--- config.mk ---
export PLATFORM = sky130hd
export DESIGN_NAME = pcieifc_fifo_ptr_ctrl_ext
export DESIGN_NICKNAME = d
export VERILOG_FILES = /design/src/rtl/pcieifc_fifo_ptr_ctrl_ext.sv
export SDC_FILE = /design/constraint.sdc
export NUM_CORES = 1
export LEC_CHECK = 0
export CAP_MARGIN = 10
export CORE_ASPECT_RATIO = 1.2
export CORE_UTILIZATION = 49
export DETAILED_ROUTE_END_ITERATION = 8
export MAX_ROUTING_LAYER = met4
export PLACE_DENSITY = 0.82
export SYNTH_ARGS = -nofsm -noshare
export SYNTH_HDL_FRONTEND = slang
export SYNTH_SLANG_ARGS = --single-unit
--- constraint.sdc ---
create_clock -name fifo_clk -period 4 [get_ports fifo_clk]
set_input_delay 0.4 -clock fifo_clk [delete_from_list [all_inputs] [get_ports fifo_clk]]
set_output_delay 0.4 -clock fifo_clk [all_outputs]
set_load 0.02 [all_outputs]
--- src/rtl/pcieifc_fifo_ptr_ctrl_ext.sv ---
// One-side pointer control for the dual-clock FIFO: local gray/binary pointer, remote-pointer sync/decode, flags.
// Flags are comb from registers; prog is registered (1 cycle); remote visible after SYNC_STAGES edges; blocked requests drop and set sticky err.
module pcieifc_fifo_ptr_ctrl_ext #(
   parameter int ADDR_WIDTH  = 5,
   parameter int FIFO_DEPTH  = 32,
   parameter int SYNC_STAGES = 2,
   parameter int IS_WRITE    = 1
) (
   input  logic                  fifo_clk,
   input  logic                  fifo_rstn,
   input  logic                  fifo_clear,
   input  logic                  fifo_inc,
   input  logic [ADDR_WIDTH:0]   prog_thresh,
   input  logic [ADDR_WIDTH:0]   ptr_gray_other,
   output logic                  fifo_cen,
   output logic [ADDR_WIDTH-1:0] fifo_addr,
   output logic                  fifo_full,
   output logic                  fifo_empty,
   output logic [ADDR_WIDTH:0]   fifo_level,
   output logic                  fifo_prog,
   output logic                  fifo_err,
   output logic [ADDR_WIDTH:0]   ptr_gray,
   output logic [ADDR_WIDTH:0]   ptr_bin,
   output logic [ADDR_WIDTH:0]   ptr_bin_other
);

   localparam int PW = ADDR_WIDTH + 1;
   localparam bit WR = (IS_WRITE != 0);
   localparam logic [PW-1:0]         OFF      = PW'((1 << ADDR_WIDTH) - FIFO_DEPTH);
   localparam logic [PW-1:0]         DEPTH_P  = PW'(FIFO_DEPTH);
   localparam logic [ADDR_WIDTH-1:0] LAST_IDX = ADDR_WIDTH'(FIFO_DEPTH - 1);

   // The upper lap is shifted to the top of the code space so the wrap is a single-bit gray step.
   function automatic logic [PW-1:0] ptr2gray(input logic [PW-1:0] p);
      logic [PW-1:0] e;
      e = p + (p[PW-1] ? OFF : '0);
      return e ^ (e >> 1);
   endfunction

   function automatic logic [PW-1:0] gray2ptr(input logic [PW-1:0] g);
      logic [PW-1:0] b;
      b = '0;
      b[PW-1] = g[PW-1];
      for (int k = PW - 2; k >= 0; k--) b[k] = b[k+1] ^ g[k];
      return b[PW-1] ? (b - OFF) : b;
   endfunction

   logic [PW-1:0] ptr_bin_q, ptr_bin_d;
   logic [PW-1:0] ptr_gray_q, ptr_gray_d;
   logic [PW-1:0] sync_q [SYNC_STAGES];
   logic          err_q, err_d;
   logic          prog_q, prog_d;

   logic [PW-1:0] remote, wr_p, rd_p, ptr_next, level;
   logic          blocked, accept;

   assign remote = gray2ptr(sync_q[SYNC_STAGES-1]);
   assign wr_p   = WR ? ptr_bin_q : remote;
   assign rd_p   = WR ? remote : ptr_bin_q;

   always_comb begin
      level = '0;
      if (wr_p[PW-1] == rd_p[PW-1])
         level = {1'b0, wr_p[ADDR_WIDTH-1:0]} - {1'b0, rd_p[ADDR_WIDTH-1:0]};
      else
         level = DEPTH_P + {1'b0, wr_p[ADDR_WIDTH-1:0]} - {1'b0, rd_p[ADDR_WIDTH-1:0]};
   end

   assign fifo_full  = (level == DEPTH_P);
   assign fifo_empty = (level == '0);
   assign blocked    = WR ? fifo_full : fifo_empty;
   assign accept     = fifo_inc & ~fifo_clear & ~blocked;

   assign ptr_next = (ptr_bin_q[ADDR_WIDTH-1:0] == LAST_IDX) ?
                     {~ptr_bin_q[PW-1], {ADDR_WIDTH{1'b0}}} : (ptr_bin_q + PW'(1));

   always_comb begin
      ptr_bin_d  = ptr_bin_q;
      ptr_gray_d = ptr_gray_q;
      if (accept) begin
         ptr_bin_d  = ptr_next;
         ptr_gray_d = ptr2gray(ptr_next);
      end
      err_d  = err_q | (fifo_inc & blocked);
      prog_d = WR ? (level >= prog_thresh) : (level <= prog_thresh);
   end

   always_ff @(posedge fifo_clk or negedge fifo_rstn) begin
      if (!fifo_rstn) begin
         ptr_bin_q  <= '0;
         ptr_gray_q <= '0;
         err_q      <= 1'b0;
         prog_q     <= ~WR;
         for (int s = 0; s < SYNC_STAGES; s++) sync_q[s] <= '0;
      end else if (fifo_clear) begin
         ptr_bin_q  <= '0;
         ptr_gray_q <= '0;
         err_q      <= 1'b0;
         prog_q     <= ~WR;
         for (int s = 0; s < SYNC_STAGES; s++) sync_q[s] <= '0;
      end else begin
         ptr_bin_q  <= ptr_bin_d;
         ptr_gray_q <= ptr_gray_d;
         err_q      <= err_d;
         prog_q     <= prog_d;
         sync_q[0]  <= ptr_gray_other;
         for (int s = 1; s < SYNC_STAGES; s++) sync_q[s] <= sync_q[s-1];
      end
   end

   // Gate on reset so no RAM access can start while reset is held.
   assign fifo_cen      = ~(accept & fifo_rstn);
   assign fifo_addr     = ptr_bin_q[ADDR_WIDTH-1:0];
   assign fifo_level    = level;
   assign fifo_prog     = prog_q;
   assign fifo_err      = err_q;
   assign ptr_gray      = ptr_gray_q;
   assign ptr_bin       = ptr_bin_q;
   assign ptr_bin_other = remote;

endmodule

# After elaboration in Yosys (flattened, before gate mapping)
# Cells that the tools add are included.
classes:
  magnitude_cmp: 1
  n_eq_ne: 3
  bitwise_logic: 15
  addsub: 4
  mux: 10
  n_reduce_logical: 2
ops:
  columns: ["op", "count"]
  rows:
  - ["6-bit two-way mux", 7]
  - ["12-bit two-way mux", 1]
  - ["6-bit by 1-bit adder with 6-bit output (second input constant)", 1]
  - ["6-bit by 5-bit adder with 6-bit output (first input constant)", 1]
  - ["6-bit equality test (second input constant)", 1]
  - ["6-bit >= comparator", 1]
  - ["6-bit logical NOT", 1]
  - ["5-bit by 5-bit subtractor with 6-bit output", 1]
  - ["6-bit by 5-bit subtractor with 6-bit output", 1]
  - ["6-bit by 5-bit XOR with 6-bit output", 1]
  - ["5-bit equality test (second input constant)", 1]
  - ["1-bit XOR", 5]
  - ["1-bit bitwise AND", 4]
  - ["1-bit NOT", 4]
  - ["1-bit two-way mux", 2]
  - ["2-bit nonzero test", 1]
  - ["1-bit equality test", 1]
  - ["1-bit bitwise OR", 1]
word_totals:
  out_inout_bits: 34
  input_bits: 16
  word_cells: 41
  regBits: 26

# Depth between registers and ports, before layout
# Gate-level depths: netlist of the first run.
depth:
  ltp_word: 13
  mapped_depth: 18
  mapped_depth_nobuf: 18

# Least setup slack after synthesis of the first run
# No wires, ideal clock.
synth_path:
  path_kind: "reg2out"
  from: "register sync_q[5] in the netlist's numbering"
  to: "output fifo_cen"
  slack_ns: -0.324
  arrival_ns: 3.924
  n_path_buf: 1
  path_stages_with_launch: 15
  required_ns: 3.600
  cell_sequence: "dfrtp_1 > xnor3_2 > xor2_2 > inv_2 > xnor2_1 > xnor2_1 > ha_1 > nand2_1 > maj3_1 > o211a_1 > nor3_1 > inv_1 > buf_2 > a31oi_1 > nand3b_1"
synth_between:
  word_cells_on_any_way: 15
  cone_classes: "add/sub (2); eq/ne (2); mux (2); bitwise (9)"
synth_rtl:
  columns: ["element", "line", "source"]
  rows:
  - ["from (decl)", "50", "logic [PW-1:0] sync_q [SYNC_STAGES];"]
  - ["1-bit XOR (*) (3 in series)", "44", "for (int k = PW - 2; k >= 0; k--) b[k] = b[k+1] ^ g[k];"]
  - ["6-bit two-way mux (*)", "45", "return b[PW-1] ? (b - OFF) : b;"]
  - ["named net ptr_bin_other[2]", "24", "output logic [ADDR_WIDTH:0] ptr_bin_other"]
  - ["6-bit by 5-bit subtractor with 6-bit output / 5-bit by 5-bit subtractor with 6-bit output (equally long branches)", "66, 64", null]
  - ["6-bit two-way mux (*)", "63", "if (wr_p[PW-1] == rd_p[PW-1])"]
  - ["named net fifo_level[5]", "19", "output logic [ADDR_WIDTH:0] fifo_level,"]
  - ["6-bit equality test (*)", "69", "assign fifo_full = (level == DEPTH_P);"]
  - ["1-bit NOT (*)", "72", "assign accept = fifo_inc & ~fifo_clear & ~blocked;"]
  - ["1-bit bitwise AND (*)", "72", null]
  - ["1-bit bitwise AND (*)", "112", "assign fifo_cen = ~(accept & fifo_rstn);"]
  - ["1-bit NOT (*)", "112", null]
  - ["to (decl)", "15", "output logic fifo_cen,"]
# The timed path passes the listed nets; every way through them passes the cells marked *.

# Final worst setup path of the first run
layout_path:
  from: "register sync_q[4] in the netlist's numbering"
  to: "output fifo_level[3]"
layout_between:
  elab_chain_len: 8
  word_cells_on_any_way: 9
  cone_classes: "add/sub (2); mux (2); bitwise (5)"
layout_rtl:
  columns: ["element", "line"]
  rows:
  - ["1-bit XOR (*) (2 in series)", "44"]
  - ["1-bit XOR (3 in series)", "44"]
  - ["6-bit two-way mux (*)", "45"]
  - ["6-bit by 5-bit subtractor with 6-bit output / 5-bit by 5-bit subtractor with 6-bit output (equally long branches)", "66, 64"]
  - ["6-bit two-way mux (*)", "63"]
  - ["to (decl)", "19"]
# Mark *: on every way between the ends. The rest lies on a longest branch, timed or not.

==> impl_metrics.py, run 1 <==
metrics = {
    "logic_synthesis": {
        "synth_cells": 212,
        "synth_area_um2": 1924,
        "yosysSeqAreaShare_pct": 32.51,
        "async_flop_share_pct": 100.0,
        "yosysUniqueCellTypes": 53,
        "synth-edff-count": 0,
        "synthFlopType": "dfrtp_1",
        "yosys_warnings": 0,
        "synth_seq_cells": 25,
        "syn_nets": 240,
        "syn_avg_cell_area_um2": 9.077,
    },
    "sta": {
        "setup_ws_ps": 161.9,
        "hold_viol_final": 0,
        "rsz0062_at_grt": "false",
        "setup_violations": 0,
        "max_freq_ghz": 0.2605,
        "worst_slew_pin_slew_ps": 529.9,
        "report.final.slew_viol_count": 0,
        "setup_tns_ps": 0,
        "worst_clock_skew_ps": 5.969,
        "finalCritPeriodShare_pct": 95.95,
        "maxSlewHeadroom_pct": 64.40,
        "min_period_ps": 3838,
    },
    "clock_tree": {
        "hold_buffers": 0,
        "clock_latency_ps": 270,
        "clkTransAtPathRegs_ps": 80,
        "cts.path.max_buffers": 2,
        "cts_tree": "built",
        "clock-sinks": 25,
        "htreeDepth": 1,
        "cts-root-buf": "clkbuf_8",
        "cts-buffers-inserted": 3,
    },
    "finish": {
        "layout_commonest_cell": "clkdlybuf4s50_1",
        "syn2layout_area_growth_pct": 34.53,
        "mostFrequentLayoutCells": "clkdlybuf4s50_1, dfrtp_1, inv_1",
        "num_antenna_cells": 0,
        "nNetsFinal": 291,
        "layout.cells.non_filler": 314,
        "nFillCells": 295,
        "drive_above_1_share_pct": 15.27,
        "postLayoutCoreUtil_pct": 70.09,
        "final_area_um2": 2589,
    },
    "detailed_routing": {
        "wl_met1_mm": 1.859,
        "routed_wirelength_mm": 4.525,
        "wl_per_cell_um": 14.41,
        "route.detailed.drc": 0,
        "vias": 1715,
        "first_iter_violations": 74,
        "met2_wirelength_mm": 2.378,
        "top_layer": "met4",
        "via_per_inst": 5.462,
        "ant_nets": 0,
        "dr_wl_met3_um": 210,
        "dr.pass1.iters": 4,
    },
    "outcome": {
        "outcome": "finished, final reports clean",
    },
    "floorplan": {
        "coreArea_um2": 3694,
        "core.rowCount": 24,
        "die_w_um": 59.21,
        "die_area_um2": 4183,
        "io_pins": 50,
        "start_util_pct": 52.10,
        "dieHeight_um": 70.65,
    },
    "grt": {
        "grt_pass1_wl_mm": 7.300,
        "grt-ovfl-total": 0,
        "antenna_found_initial": 0,
        "grt_pass1_vias": 1583,
        "grt_start_max_net_pins": 34,
        "track_usage_pct": 23.45,
    },
    "placed_design": {
        "io_buffer_count": 49,
        "place_ws_ps": -76.41,
        "gp_congestion": 0.8701,
        "hpwlAfterDp_mm": 3.235,
        "placedCellCount": 307,
        "dpl_cell_area_um2": 2482,
    },
    "worst_setup_path": {
        "cp-start-kind": "flop",
        "critPathSlowestCell": "clkdlybuf4s50_1",
        "cp_top_family": "XOR/XNOR gates",
        "cpPeakStageDelay_ps": 610,
        "path_cells": "xnor3_2 -> xor2_2 -> inv_2 -> xnor2_4 -> xnor2_2 -> ha_1 -> nor2b_1 -> maj3_2 -> or3_4 -> nand2_1 -> clkdlybuf4s50_1",
        "path_class": "flop to output port",
        "worstPathBufferInverterCount": 2,
        "crit_fanout": 3,
        "cp.required_ps": 3600,
        "cp-end-kind": "output port",
        "arrival_ps": 3440,
    },
    "flow_run": {
        "cap_violations": 0,
    },
    "power_and_ir_drop": {
        "irDropWorstVdd_mv": 0.2511,
        "pwr_density_cell_nw_per_um2": 363.5,
        "p_leak_nw": 1.201,
    },
    "min_path": {
        "min_path_type": "flop to flop",
    },
}
## power breakdown
group	leakage, nW	internal (mW)	total, mW	switching (mW)
combinational	0.845	0.240	0.501	0.261
sequential	0.334	0.269	0.286	0.0172
clock	0.0217	0.0707	0.154	0.0828
## state kept, by name, indices dropped and copies added, names as in the netlist
register   cells
ptr_bin        6
ptr_gray       5
sync_q        12
fifo_err       1
fifo_prog      1
## logic make-up (layout without fill, tap and decap cells)
family                     count (synthesis)  in the layout  share of synthesized area [%]
muxes                                      5              5                          2.926
DFF                                       25             25                          32.51
buffers and inverters                     41             91                          10.40
and+or+nand+nor                           66             66                          19.25
adders and majority gates                 14             14                          8.907
AOI/OAI and AO/OA                         41             41                          15.73
xor gates and xnor gates                  20             20                          10.27
## cell type report
cell class	instances	area, um^2	area share (%)
multi-input cells	146	1170	45.19
flip-flops and latches	25	625.6	24.17
repair buffers	64	593.1	22.91
inverters	23	86.33	3.335
well taps	52	65.06	2.513
clock buffers	3	41.29	1.595
clock inverters	1	7.507	0.2900
## layer usage
layer | global-route usage (%) | vias up
li1 | - | 833
met1 | 29.47 | 810
met2 | 38.45 | 62
met3 | 2.742 | 10
met4 | 8.201 | 0
met5 | - | -
## synthesized netlist by cell type, types with 3 or more instances
cell type | count | area, um^2
a21o_1 | 4 | 30.03
a21oi_1 | 4 | 20.02
a31oi_1 | 6 | 37.54
a41oi_1 | 4 | 35.03
buf_4 | 7 | 52.55
clkbuf_1 | 7 | 26.28
dfrtp_1 | 25 | 625.6
ha_1 | 12 | 150.1
inv_1 | 22 | 82.58
mux2i_1 | 3 | 30.03
nand2_1 | 9 | 33.78
nand2b_1 | 6 | 37.54
nor2_1 | 10 | 37.54
nor2b_1 | 15 | 93.84
nor3_1 | 8 | 40.04
o21ai_0 | 4 | 20.02
xnor2_1 | 11 | 96.34
xor2_1 | 7 | 61.31
## final timing paths
| path | cells after the start | from | endpoint | slack, ps |
|---|---|---|---|---|
| setup / recovery | 11 | sync_q[4] | fifo_level[3] | 160 |
| hold / removal | 1 | sync_q[10] | sync_q[4] | 460 |
| setup reg to reg | 13 | sync_q[4] | ptr_gray[2] | 440 |
| hold reg to reg | 1 | sync_q[10] | sync_q[4] | 460 |
| max in group asynchronous | 2 | fifo_rstn | sync_q[2] | 3280 |
| min in group asynchronous | 2 | fifo_rstn | fifo_err | 470 |
## repair_timing
item | 4_1_cts | 5_1_grt
pin swaps | 2 | 1
resized for setup | 8 | 11
buffers inserted | 3 | 0
setup endpoints to repair | 5 | 6
## per-stage QoR
step	total power [mW]	hold WS (ps)
floorplan	0.5803	104.4
global placement	0.7412	442.8
detailed placement	0.7488	446.3
CTS	0.9306	465.9
global route	1.002	501.1
finish	0.9410	462.5
Note: power is estimated with default switching activity, not from simulation.
==> inputs of run 2 (changes only) <==
==> constraint.sdc (replaced) <==
create_clock -name fifo_clk -period 4.4 [get_ports fifo_clk]
set_input_delay 0.44 -clock fifo_clk [delete_from_list [all_inputs] [get_ports fifo_clk]]
set_output_delay 0.44 -clock fifo_clk [all_outputs]
set_load 0.02 [all_outputs]
==> run 2 against run 1 <==
Compared with the run above:
- global-route usage decreased by 1.1 points
- routed wire length decreased by 5.9%
- register-to-register slack improved by 160 ps
- via count decreased by 0.47%
- clock skew increased by 1.3 ps
- clock-buffer cell count unchanged
- sequential share of layout area increased by 0.30 points
- flip-flop and latch count unchanged
- sequential power decreased by 9.1%
- non-clock buffer count decreased by 2
- power decreased by 12%
- critical path type unchanged
- critical endpoint is now fifo_cen
- largest power group unchanged
==> impl_metrics.py, run 2 (synthesis results as in run 1) <==
metrics = {
    "worst_setup_path": {
        "cp_common_cell": "xnor2_2",
        "cp_top_family": "XOR/XNOR gates",
        "r2r_start": "sync_q[3]",
        "path_cells": "xnor3_2 -> xor2_2 -> inv_2 -> xnor2_2 -> xnor2_2 -> ha_1 -> nor2b_1 -> maj3_2 -> or3_4 -> and4_2 -> a31oi_2 -> nand3b_1 -> dlygate4sd2_1",
        "cp-end-kind": "output port",
        "crit_start": "sync_q[3]",
        "cp.required_ps": 3960,
        "critPathSlowestCell": "xnor3_2",
        "arrival_ps": 3780,
        "crit_cells": 13,
        "ff2ff_path_depth": 13,
        "cp-start-kind": "flop",
        "crit_fanout": 7,
        "path_class": "flop to output port",
        "worstPathBufferInverterCount": 2,
        "cpPeakStageDelay_ps": 470,
        "r2r_slack_ps": 600,
    },
    "floorplan": {
        "io_pins": 50,
        "start_util_pct": 52.10,
        "dieHeight_um": 70.65,
        "core.rowCount": 24,
        "die_area_um2": 4183,
        "die_w_um": 59.21,
        "coreArea_um2": 3694,
    },
    "placed_design": {
        "gp_congestion": 0.9492,
        "place_ws_ps": 161.3,
        "hpwlAfterDp_mm": 3.208,
        "io_buffer_count": 49,
    },
    "power_and_ir_drop": {
        "pwr_density_cell_nw_per_um2": 322.8,
        "power_mw": 0.8254,
        "p_leak_nw": 1.182,
        "irDropWorstVdd_mv": 0.2119,
    },
    "finish": {
        "syn2layout_area_growth_pct": 32.90,
        "postLayoutCoreUtil_pct": 69.24,
        "largest-register": "sync_q",
        "nNetsFinal": 289,
        "layout_commonest_cell": "clkdlybuf4s50_1",
        "drive_above_1_share_pct": 13.85,
        "num_antenna_cells": 0,
        "mostFrequentLayoutCells": "clkdlybuf4s50_1, dfrtp_1, inv_1",
        "nFillCells": 285,
        "largest_reg_flops": 12,
    },
    "clock_tree": {
        "cts_tree": "built",
        "clkTransAtPathRegs_ps": 80,
        "clock-sinks": 25,
        "cts-root-buf": "clkbuf_8",
        "htreeDepth": 1,
        "cts.path.max_buffers": 2,
        "clock_latency_ps": 280,
        "hold_buffers": 0,
        "cts-buffers-inserted": 3,
    },
    "sta": {
        "hold_ws_ps": 465.4,
        "setup_ws_ps": 177.5,
        "worst_clock_skew_ps": 7.284,
        "worst_slew_pin_slew_ps": 587.1,
        "min_period_ps": 4222,
        "max_freq_ghz": 0.2368,
        "maxSlewHeadroom_pct": 60.56,
        "report.final.slew_viol_count": 0,
        "finalCritPeriodShare_pct": 95.97,
        "setup_violations": 0,
        "hold_viol_final": 0,
    },
    "detailed_routing": {
        "route.detailed.drc": 0,
        "wl_per_cell_um": 13.64,
        "first_iter_violations": 53,
        "routed_wirelength_mm": 4.256,
        "vias": 1707,
        "dr.pass1.iters": 4,
        "via_per_inst": 5.471,
        "ant_nets": 0,
    },
    "min_path": {
        "hold_depth": 1,
        "min_path_type": "flop to flop",
        "worstHoldStart": "sync_q[10]",
    },
    "flow_run": {
        "cap_violations": 0,
    },
    "grt": {
        "grt_pass1_wl_mm": 7.058,
        "grt-ovfl-total": 0,
        "antenna_found_initial": 0,
        "grt_start_max_net_pins": 34,
        "track_usage_pct": 22.39,
        "grt_pass1_vias": 1630,
    },
    "outcome": {
        "outcome": "finished, final reports clean",
    },
}
==> run 2: path summary, 6_finish.rpt <==
kind / endpoint
max reg2reg: ptr_bin[5]
max: fifo_cen
min reg2reg: sync_q[4]
min: sync_q[4]
min in group asynchronous: ptr_gray[1]
max in group asynchronous: sync_q[5]
==> run 2: layer usage <==
layer	global-route usage, %	vias up	share of wire (%)
met1	28.34	818	44
met2	36.08	49	51
li1	-	829	-
met5	-	-	0
met3	2.194	11	3.3
met4	9.259	0	2.1
==> run 2: area by class of cell <==
class	count	area, um^2	area share [%]
clock buffer	3	41.29	1.614
clock inverter	1	7.507	0.2935
inverter	23	86.33	3.376
multi-input combinational	146	1147	44.86
sequential	25	625.6	24.46
tap	52	65.06	2.544
timing repair buffer	62	584.3	22.85
==> run 2: report_power, final <==
part	internal [mW]	switching (mW)	total (mW)
Sequential	0.244	0.0154	0.260
Clock	0.0643	0.0763	0.141
Combinational	0.203	0.222	0.425
Total	0.511	0.314	0.825
==> run 2: what timing repair did <==
item | CTS | global route
setup buffers | 0 | 3
endpoints found under the setup margin | 4 | 5
pin swaps | 0 | 1
resized for setup | 5 | 7
==> run 2: metrics by stage <==
step	instance area, um^2	instances	setup TNS [ps]
global route	2557	312	-2.025
finish	2557	312	0
CTS	2495	309	0
floorplan	1924	212	0
detailed placement	2441	305	0
global placement	2441	305	0
